===== src/rtl/dl_wr_arb.sv =====
// Write-port controller for the dl gated-latch bank: arbitrates requesters and drives a
// setup / open / hold gate sequence. Define DL_ARB_RR_EN for round-robin arbitration.
module dl_wr_arb #(
  parameter  int N_REQ    = 4,
  parameter  int DW       = 8,
  parameter  int OPEN_CYC = 2,
  localparam int SW       = $clog2(N_REQ),
  localparam int CW       = $clog2(OPEN_CYC + 1)
) (
  input  logic                clk,
  input  logic                rst,
  input  logic [N_REQ-1:0]    req,
  input  logic [N_REQ*DW-1:0] d,
  output logic [N_REQ-1:0]    gnt,
  output logic [N_REQ-1:0]    done,
  output logic                lat_en,
  output logic [DW-1:0]       lat_d,
  output logic [SW-1:0]       lat_sel
);

  typedef enum logic [1:0] {
    S_IDLE,
    S_SETUP,
    S_OPEN,
    S_HOLD
  } state_t;

  state_t            state_q, state_d;
  logic [N_REQ-1:0]  gnt_q, gnt_d;
  logic [N_REQ-1:0]  done_q, done_d;
  logic              lat_en_q, lat_en_d;
  logic [DW-1:0]     lat_d_q, lat_d_d;
  logic [SW-1:0]     lat_sel_q, lat_sel_d;
  logic [CW-1:0]     cnt_q, cnt_d;

  logic              any_req;
  logic [SW-1:0]     win;

`ifdef DL_ARB_RR_EN
  logic [SW-1:0]     ptr_q, ptr_d;
  logic              found;
  int                idx;

  // Search begins just after the last winner and wraps, so every requester gets a turn.
  always_comb begin
    // NOTE: every combinational output gets a default before any branch; a path that
    // leaves one unassigned would infer a latch.
    any_req = |req;
    win     = '0;
    found   = 1'b0;
    idx     = 0;
    for (int i = 0; i < N_REQ; i++) begin
      idx = (int'(ptr_q) + 1 + i) % N_REQ;
      if (!found && req[idx]) begin
        found = 1'b1;
        win   = SW'(idx);
      end
    end
  end
`else
  // Fixed priority: scanning downward leaves the lowest set index as the winner.
  always_comb begin
    any_req = |req;
    win     = '0;
    for (int i = N_REQ - 1; i >= 0; i--) begin
      if (req[i]) win = SW'(i);
    end
  end
`endif

  always_comb begin
    state_d   = state_q;
    gnt_d     = gnt_q;
    done_d    = '0;
    lat_en_d  = 1'b0;
    lat_d_d   = lat_d_q;
    lat_sel_d = lat_sel_q;
    cnt_d     = cnt_q;
`ifdef DL_ARB_RR_EN
    ptr_d     = ptr_q;
`endif
    case (state_q)
      S_IDLE: begin
        gnt_d = '0;
        if (any_req) begin
          lat_d_d   = d[int'(win)*DW +: DW];
          lat_sel_d = win;
          gnt_d     = N_REQ'(1) << win;
          state_d   = S_SETUP;
`ifdef DL_ARB_RR_EN
          ptr_d     = win;
`endif
        end
      end
      S_SETUP: begin
        lat_en_d = 1'b1;
        cnt_d    = '0;
        state_d  = S_OPEN;
      end
      S_OPEN: begin
        // The gate closes one edge before data may move, giving the hold cycle.
        if (cnt_q == CW'(OPEN_CYC - 1)) begin
          cnt_d   = '0;
          done_d  = gnt_q;
          state_d = S_HOLD;
        end else begin
          lat_en_d = 1'b1;
          cnt_d    = cnt_q + CW'(1);
        end
      end
      S_HOLD: begin
        gnt_d   = '0;
        state_d = S_IDLE;
      end
      default: begin
        gnt_d   = '0;
        state_d = S_IDLE;
      end
    endcase
  end

  // Reset wins over everything, including an open gate, so an aborted write never completes.
  always_ff @(posedge clk) begin
    // NOTE: state registers use non-blocking assignments so every flop samples the
    // pre-edge values regardless of statement order.
    if (rst) begin
      state_q   <= S_IDLE;
      gnt_q     <= '0;
      done_q    <= '0;
      lat_en_q  <= 1'b0;
      lat_d_q   <= '0;
      lat_sel_q <= '0;
      cnt_q     <= '0;
`ifdef DL_ARB_RR_EN
      ptr_q     <= SW'(N_REQ - 1);
`endif
    end else begin
      state_q   <= state_d;
      gnt_q     <= gnt_d;
      done_q    <= done_d;
      lat_en_q  <= lat_en_d;
      lat_d_q   <= lat_d_d;
      lat_sel_q <= lat_sel_d;
      cnt_q     <= cnt_d;
`ifdef DL_ARB_RR_EN
      ptr_q     <= ptr_d;
`endif
    end
  end

  assign gnt     = gnt_q;
  assign done    = done_q;
  assign lat_en  = lat_en_q;
  assign lat_d   = lat_d_q;
  assign lat_sel = lat_sel_q;

  // Protocol invariants of the latch write path.
  a_gnt_onehot0 : assert property (@(posedge clk) disable iff (rst) $onehot0(gnt_q));
  a_done_onehot0 : assert property (@(posedge clk) disable iff (rst) $onehot0(done_q));
  a_done_in_hold : assert property (@(posedge clk) disable iff (rst)
    (done_q != '0) |-> (state_q == S_HOLD));
  a_gate_data_stable : assert property (@(posedge clk) disable iff (rst)
    lat_en_q |-> ($stable(lat_d_q) && $stable(lat_sel_q)));
  a_gnt_during_gate : assert property (@(posedge clk) disable iff (rst)
    lat_en_q |-> (gnt_q != '0));

endmodule


===== config.mk =====
export PLATFORM = sky130hd
export DESIGN_NAME = dl_wr_arb
export DESIGN_NICKNAME = d
export VERILOG_FILES = /design/src/rtl/dl_wr_arb.sv
export SDC_FILE = /design/constraint.sdc
export NUM_CORES = 1
export LEC_CHECK = 0
export BUFFER_PORTS_ARGS = -buffer_cell sky130_fd_sc_hd__buf_4
export CAP_MARGIN = 10
export CORE_UTILIZATION = 33
export DETAILED_ROUTE_END_ITERATION = 12
export GPL_TIMING_DRIVEN = 1
export HOLD_SLACK_MARGIN = 0.15
export PLACE_DENSITY_LB_ADDON = 0.05
export SLEW_MARGIN = 20
export SYNTH_ARGS = -nofsm -noshare
export SYNTH_HDL_FRONTEND = slang
export SYNTH_SLANG_ARGS = --single-unit

===== constraint.sdc =====
create_clock -name clk -period 2.41 [get_ports clk]
set_input_delay 0.241 -clock clk [delete_from_list [all_inputs] [get_ports clk]]
set_output_delay 0.241 -clock clk [all_outputs]
set_load 0.03 [all_outputs]

# ---- After elaboration in Yosys (flattened, before gate mapping)
# Cells that the tools add are included.
dict set report word_totals {
  output_inout_bits 19
  reg_bits 23
}
dict set report op_classes {
  n_eq_ne 6
  shift 2
  n_reduce_logical 7
  muxes 13
  n_addsub 1
  n_bitwise 2
}
# op count
set ops {}
lappend ops {{$shiftx 32x6->8} 1}
lappend ops {{$mux 2} 7}
lappend ops {{$pmux 2 s4} 1}
lappend ops {{$pmux 4 s2} 1}
lappend ops {{$eq 2x1->1 const B} 2}
lappend ops {{$eq 2x2->1 const B} 2}
lappend ops {{$mux 4} 1}
lappend ops {{$ne 2x2->1 const B} 2}
lappend ops {{$pmux 2 s2} 1}
lappend ops {{$reduce_and 2->1} 2}
lappend ops {{$reduce_bool 2->1} 2}
lappend ops {{$reduce_or 4->1} 1}
lappend ops {{$shl 1x2->4 const A} 1}
lappend ops {{$reduce_or 3->1} 1}
lappend ops {{$add 2x1->2 const B} 1}
lappend ops {{$logic_not 2->1} 1}
lappend ops {{$not 1->1} 2}
lappend ops {{$pmux 1 s2} 1}
lappend ops {{$mux 1} 1}

# ---- Depth between registers and ports, before layout
dict set report logic_depth {
  depth_word 7
  mapped_depth 6
  mapped_depth_nobuf 5
}

# ---- Worst setup path before layout
# OpenSTA, ideal clock, no wires.
dict set report synth_timing {
  path_type {register to register}
  from {register state_q[0]}
  to {register gnt_q[1] (netlist: gnt[1])}
  arrival_ns 1.326
  required_time_ns 2.345
  setup_time_ns 0.065
  path_stages_with_launch 7
  setup_slack_ns 1.020
  n_path_buf 1
  period_less_slack_ns 1.390
  path_cell_list {dfxtp_1 -> inv_1 -> ha_1 -> clkbuf_1 -> nor4b_1 -> a21oi_1 -> nor2_1}
}
dict set report synth_via {
  elab_chain_len 2
  elab_cells_between_ends 4
  classes_between {1 x eq/ne; 1 x mux; 2 x reduce/logical}
}
# item line
set synth_rtl {}
lappend synth_rtl {{from (decl)} 28} ;# state_t state_q, state_d;
lappend synth_rtl {{from (signal assigned)} 138} ;# state_q <= state_d;
lappend synth_rtl {{$eq 2x2->1 / $logic_not 2->1 (equally long branches)} 82} ;# case (state_q)
lappend synth_rtl {{$pmux 4 s2 / $reduce_bool 2->1 (equally long branches)} -}
lappend synth_rtl {{to (signal assigned)} 139} ;# gnt_q <= gnt_d;
lappend synth_rtl {{to (decl)} 29} ;# logic [N_REQ-1:0] gnt_q, gnt_d;
# Several ways; a longest one is shown, not always the timed one.
# A chain may end at the register's enable or synchronous reset.

# ---- Final worst setup path
dict set report layout_timing {
  from {register state_q[0]}
  to {register lat_d_q[5] (netlist: lat_d[5])}
}
dict set report layout_via {
  elab_chain_len 2
}
# item line
set layout_rtl {}
lappend layout_rtl {{$logic_not 2->1} 82}
lappend layout_rtl {{$reduce_and 2->1 (no line)} -}
lappend layout_rtl {{to (signal assigned)} 142} ;# lat_d_q <= lat_d_d;
lappend layout_rtl {{to (decl)} 32} ;# logic [DW-1:0] lat_d_q, lat_d_d;
# No other way between the ends.

==> results.md <==
* H-tree depth at 1
* Area added between synthesis and finish at 34.57%
* Placer Congestion at 0.7762
* Leading area contributor after synthesis: dfxtp_1
* Crit path to: lat_d[5]
* Min-Delay Path Class: input port to flip-flop
* Initial antenna violation count at 0
* CP required at ~2.6 ns
* Worst slew margin at approximately two thirds
* Setup Viol. Count Final at 0
* Final hold violation count at 0
* First-pass GRT wire length at between 6 and 7 mm
* Via density at between 5 and 6
* Final setup margin at approximately 0.9 ns
* Most frequent cells in the layout: buf_4 (57), dfxtp_1 (23), o21ai_0 (14)
* Layout net count at 241
* Crit path kind: flip-flop to flip-flop
* Fin crit share at between 60% and 70%
* Hold_ws at roughly 0.29 ns
* Mux share of post-synthesis cell area at less than 1%
* Setup TNS at 0 ns
* Skew final at approximately 0.0037 ns
* Leakage at 0.7471 nW
* Synthesized Nets at 190
* TritonCTS Buffers at 3
* Clock tree sinks at 23
* Netlist Area Pre-Place at around 1400 um2
* Adder-cell share of the synthesized area at 4.634%
* Number of diodes at 0
* Share of layout cells above drive strength 1 at 34.01%
* Core Region at 3799 um2
* Largest net degree at the start of global routing at 24
* CP endpoint kind: flip-flop
* Critical Path Start Type: flip-flop
* Combinational family with the most area after synthesis: compound AO/OA/AOI/OAI gates
* Clock-pin slew on the worst setup and hold paths at 0.08 ns
* Post-synthesis register bit count at 23
* Yosys top cell area share at about a third
* Fmax at 653.0 MHz
* Max Cap Viol at 0
* Synth Area in Compound Gates at between 30% and 40%
* Clk root buf: clkbuf_8
* Iteration-0 DRC Markers at 59
* CTS tree: built
* Port Buffers at 56
* Max Slew Vio Count at 0
* Post-synthesis xor/xnor area fraction at 0%
* Flop2flop setup slack at just under 0.9 ns
* Beginning of the critical path: state_q[0]
* Slew at the pin closest to its max-slew limit at slightly above 0.5 ns
* Chip Height at approximately 66 um
* Final ANT Viol Nets at 0
* Area of the die at ~4400 um2
* Vias at 1,293
* Clk buf depth at 2
* RSZ-0062 raised after global routing: false
* Row cnt at 22
* WP data arrival at around 1.7 ns
* WL final at between 3 and 4 mm
* Library cells used by synthesis at 37
* # IOs at 57
* GR Util All Layers at 18.34%
* Post-DP HPWL at between 2 and 3 mm
* DP Worst Slack at about 0.85 ns
* Number of cells on the worst reg-to-reg path at 5
* Most common cell after layout, fill and taps aside: buf_4
* Gate Count Post-Synth at 147
* Worst-skew pair later-pin latency at approximately 0.26 ns
* Pwr Density at about 850 nW/um2
* Die W at approximately 66 um
* Overflow after GRT at 0
* Routed length per instance at around 15 um
* Post-Syn Area per Cell at ~9.2 um2
* 1st-pass router iterations at 4
* Hold_buf cts at 0
* Post-CTS Setup Inserts at 0
* Number of remaining DRC errors at 0
* Number of global-route vias before repair at between 1,000 and 1,500
* Final min period at 1.531 ns
* Initial Utilization at 35.54%
* Worst flop-to-flop path startpoint: state_q[0]
* Worst-path maximum fanout at 10
* Area contributors post-synth: dfxtp_1 (34%), o21ai_0 (5.2%), a41oi_2 (4.8%), ha_1 (4.6%), o21bai_1 (4.4%)
* Post-cts sizing count at 0
* Worst R2R End: lat_d[5]
* Status: finished, final reports clean
* Simple-Gate Fraction of Synth Area at 23.35%
* Max VDD drop at roughly 260 uV
* Sequential-to-total area share from yosys stat at between 30% and 40%
* Syn. warnings at 0
## how the worst min path moves through the flow
stage	from	end	slack, ns	depth (start not counted)
floorplan	d[7]	lat_d[7]	0.45	2
global placement	lat_sel[0]	lat_sel[0]	0.46	2
detailed placement	lat_sel[0]	lat_sel[0]	0.47	2
CTS	rst	cnt_q[0]	0.29	2
global route	rst	gnt[2]	0.31	2
finish	rst	cnt_q[0]	0.29	2
## cell usage after synthesis, drive strengths merged
cell	instances
o41a	1
nor2b	1
a21o	6
o211ai	1
a32o	1
and2b	1
buf	8
ha	5
nor3b	1
a221oi	1
nand3b	7
dfxtp	23
a22oi	6
and3b	1
nand2	2
nor3	3
a21oi	7
nor2	5
nor4b	1
nand4bb	2
and2	8
a41oi	8
or3b	6
nand2b	5
mux2i	1
a211oi	1
clkbuf	3
o21bai	8
a311oi	1
nor4bb	2
o21ai	14
inv	7
## report_power, final
| group | internal (mW) | switching, mW | total (mW) |
|---|---|---|---|
| combinational | 0.310 | 0.455 | 0.766 |
| sequential | 0.470 | 0.0567 | 0.527 |
| clock | 0.118 | 0.125 | 0.243 |
## cell families (layout without fill, tap and decap cells)
kind of cell | after synthesis | after routing
buffers and inverters | 18 | 68
muxes | 1 | 1
AOI/OAI and AO/OA | 55 | 55
DFF | 23 | 23
adders and majority gates | 5 | 5
and+or+nand+nor | 45 | 45
## per-layer routing
layer	up-vias	routed length, um	global-route usage [%]
met5	-	0	0
met4	0	38	6.383
met3	5	163	2.931
met2	42	1822	31.89
met1	603	1605	22.65
li1	643	-	-
## sequential cells by signal, indices dropped and copies added, names as in the netlist
name     count
lat_sel      2
cnt_q        2
done         4
lat_en       1
lat_d        8
gnt          4
state_q      2
## metrics by stage
step                area [um2]  power [mW]  instances  utilization (%)
floorplan                 1350       1.054        147                -
global placement          1772       1.281        241            46.64
detailed placement        1772       1.307        241            46.64
CTS                       1817       1.551        245            47.83
global route              1817       1.641        245            47.83
finish                    1817       1.535        245            47.83
## final cells by class
| class | instances | area, um2 |
|---|---|---|
| inverter | 7 | 26.28 |
| fill | 389 | 1982 |
| tap | 48 | 60.06 |
| clock buffer | 4 | 45.04 |
| sequential | 23 | 460.4 |
| timing repair buffer | 57 | 427.9 |
| multi-input combinational | 106 | 797.0 |
## worst max-delay path, stage by stage, from the launching register on
cell	delay, ns
dfxtp_1	0.33
inv_1	0.13
ha_1	0.19
o41a_1	0.46
o21bai_1	0.13
a41oi_1	0.21
No activity file was read; power rests on OpenSTA's default activity.
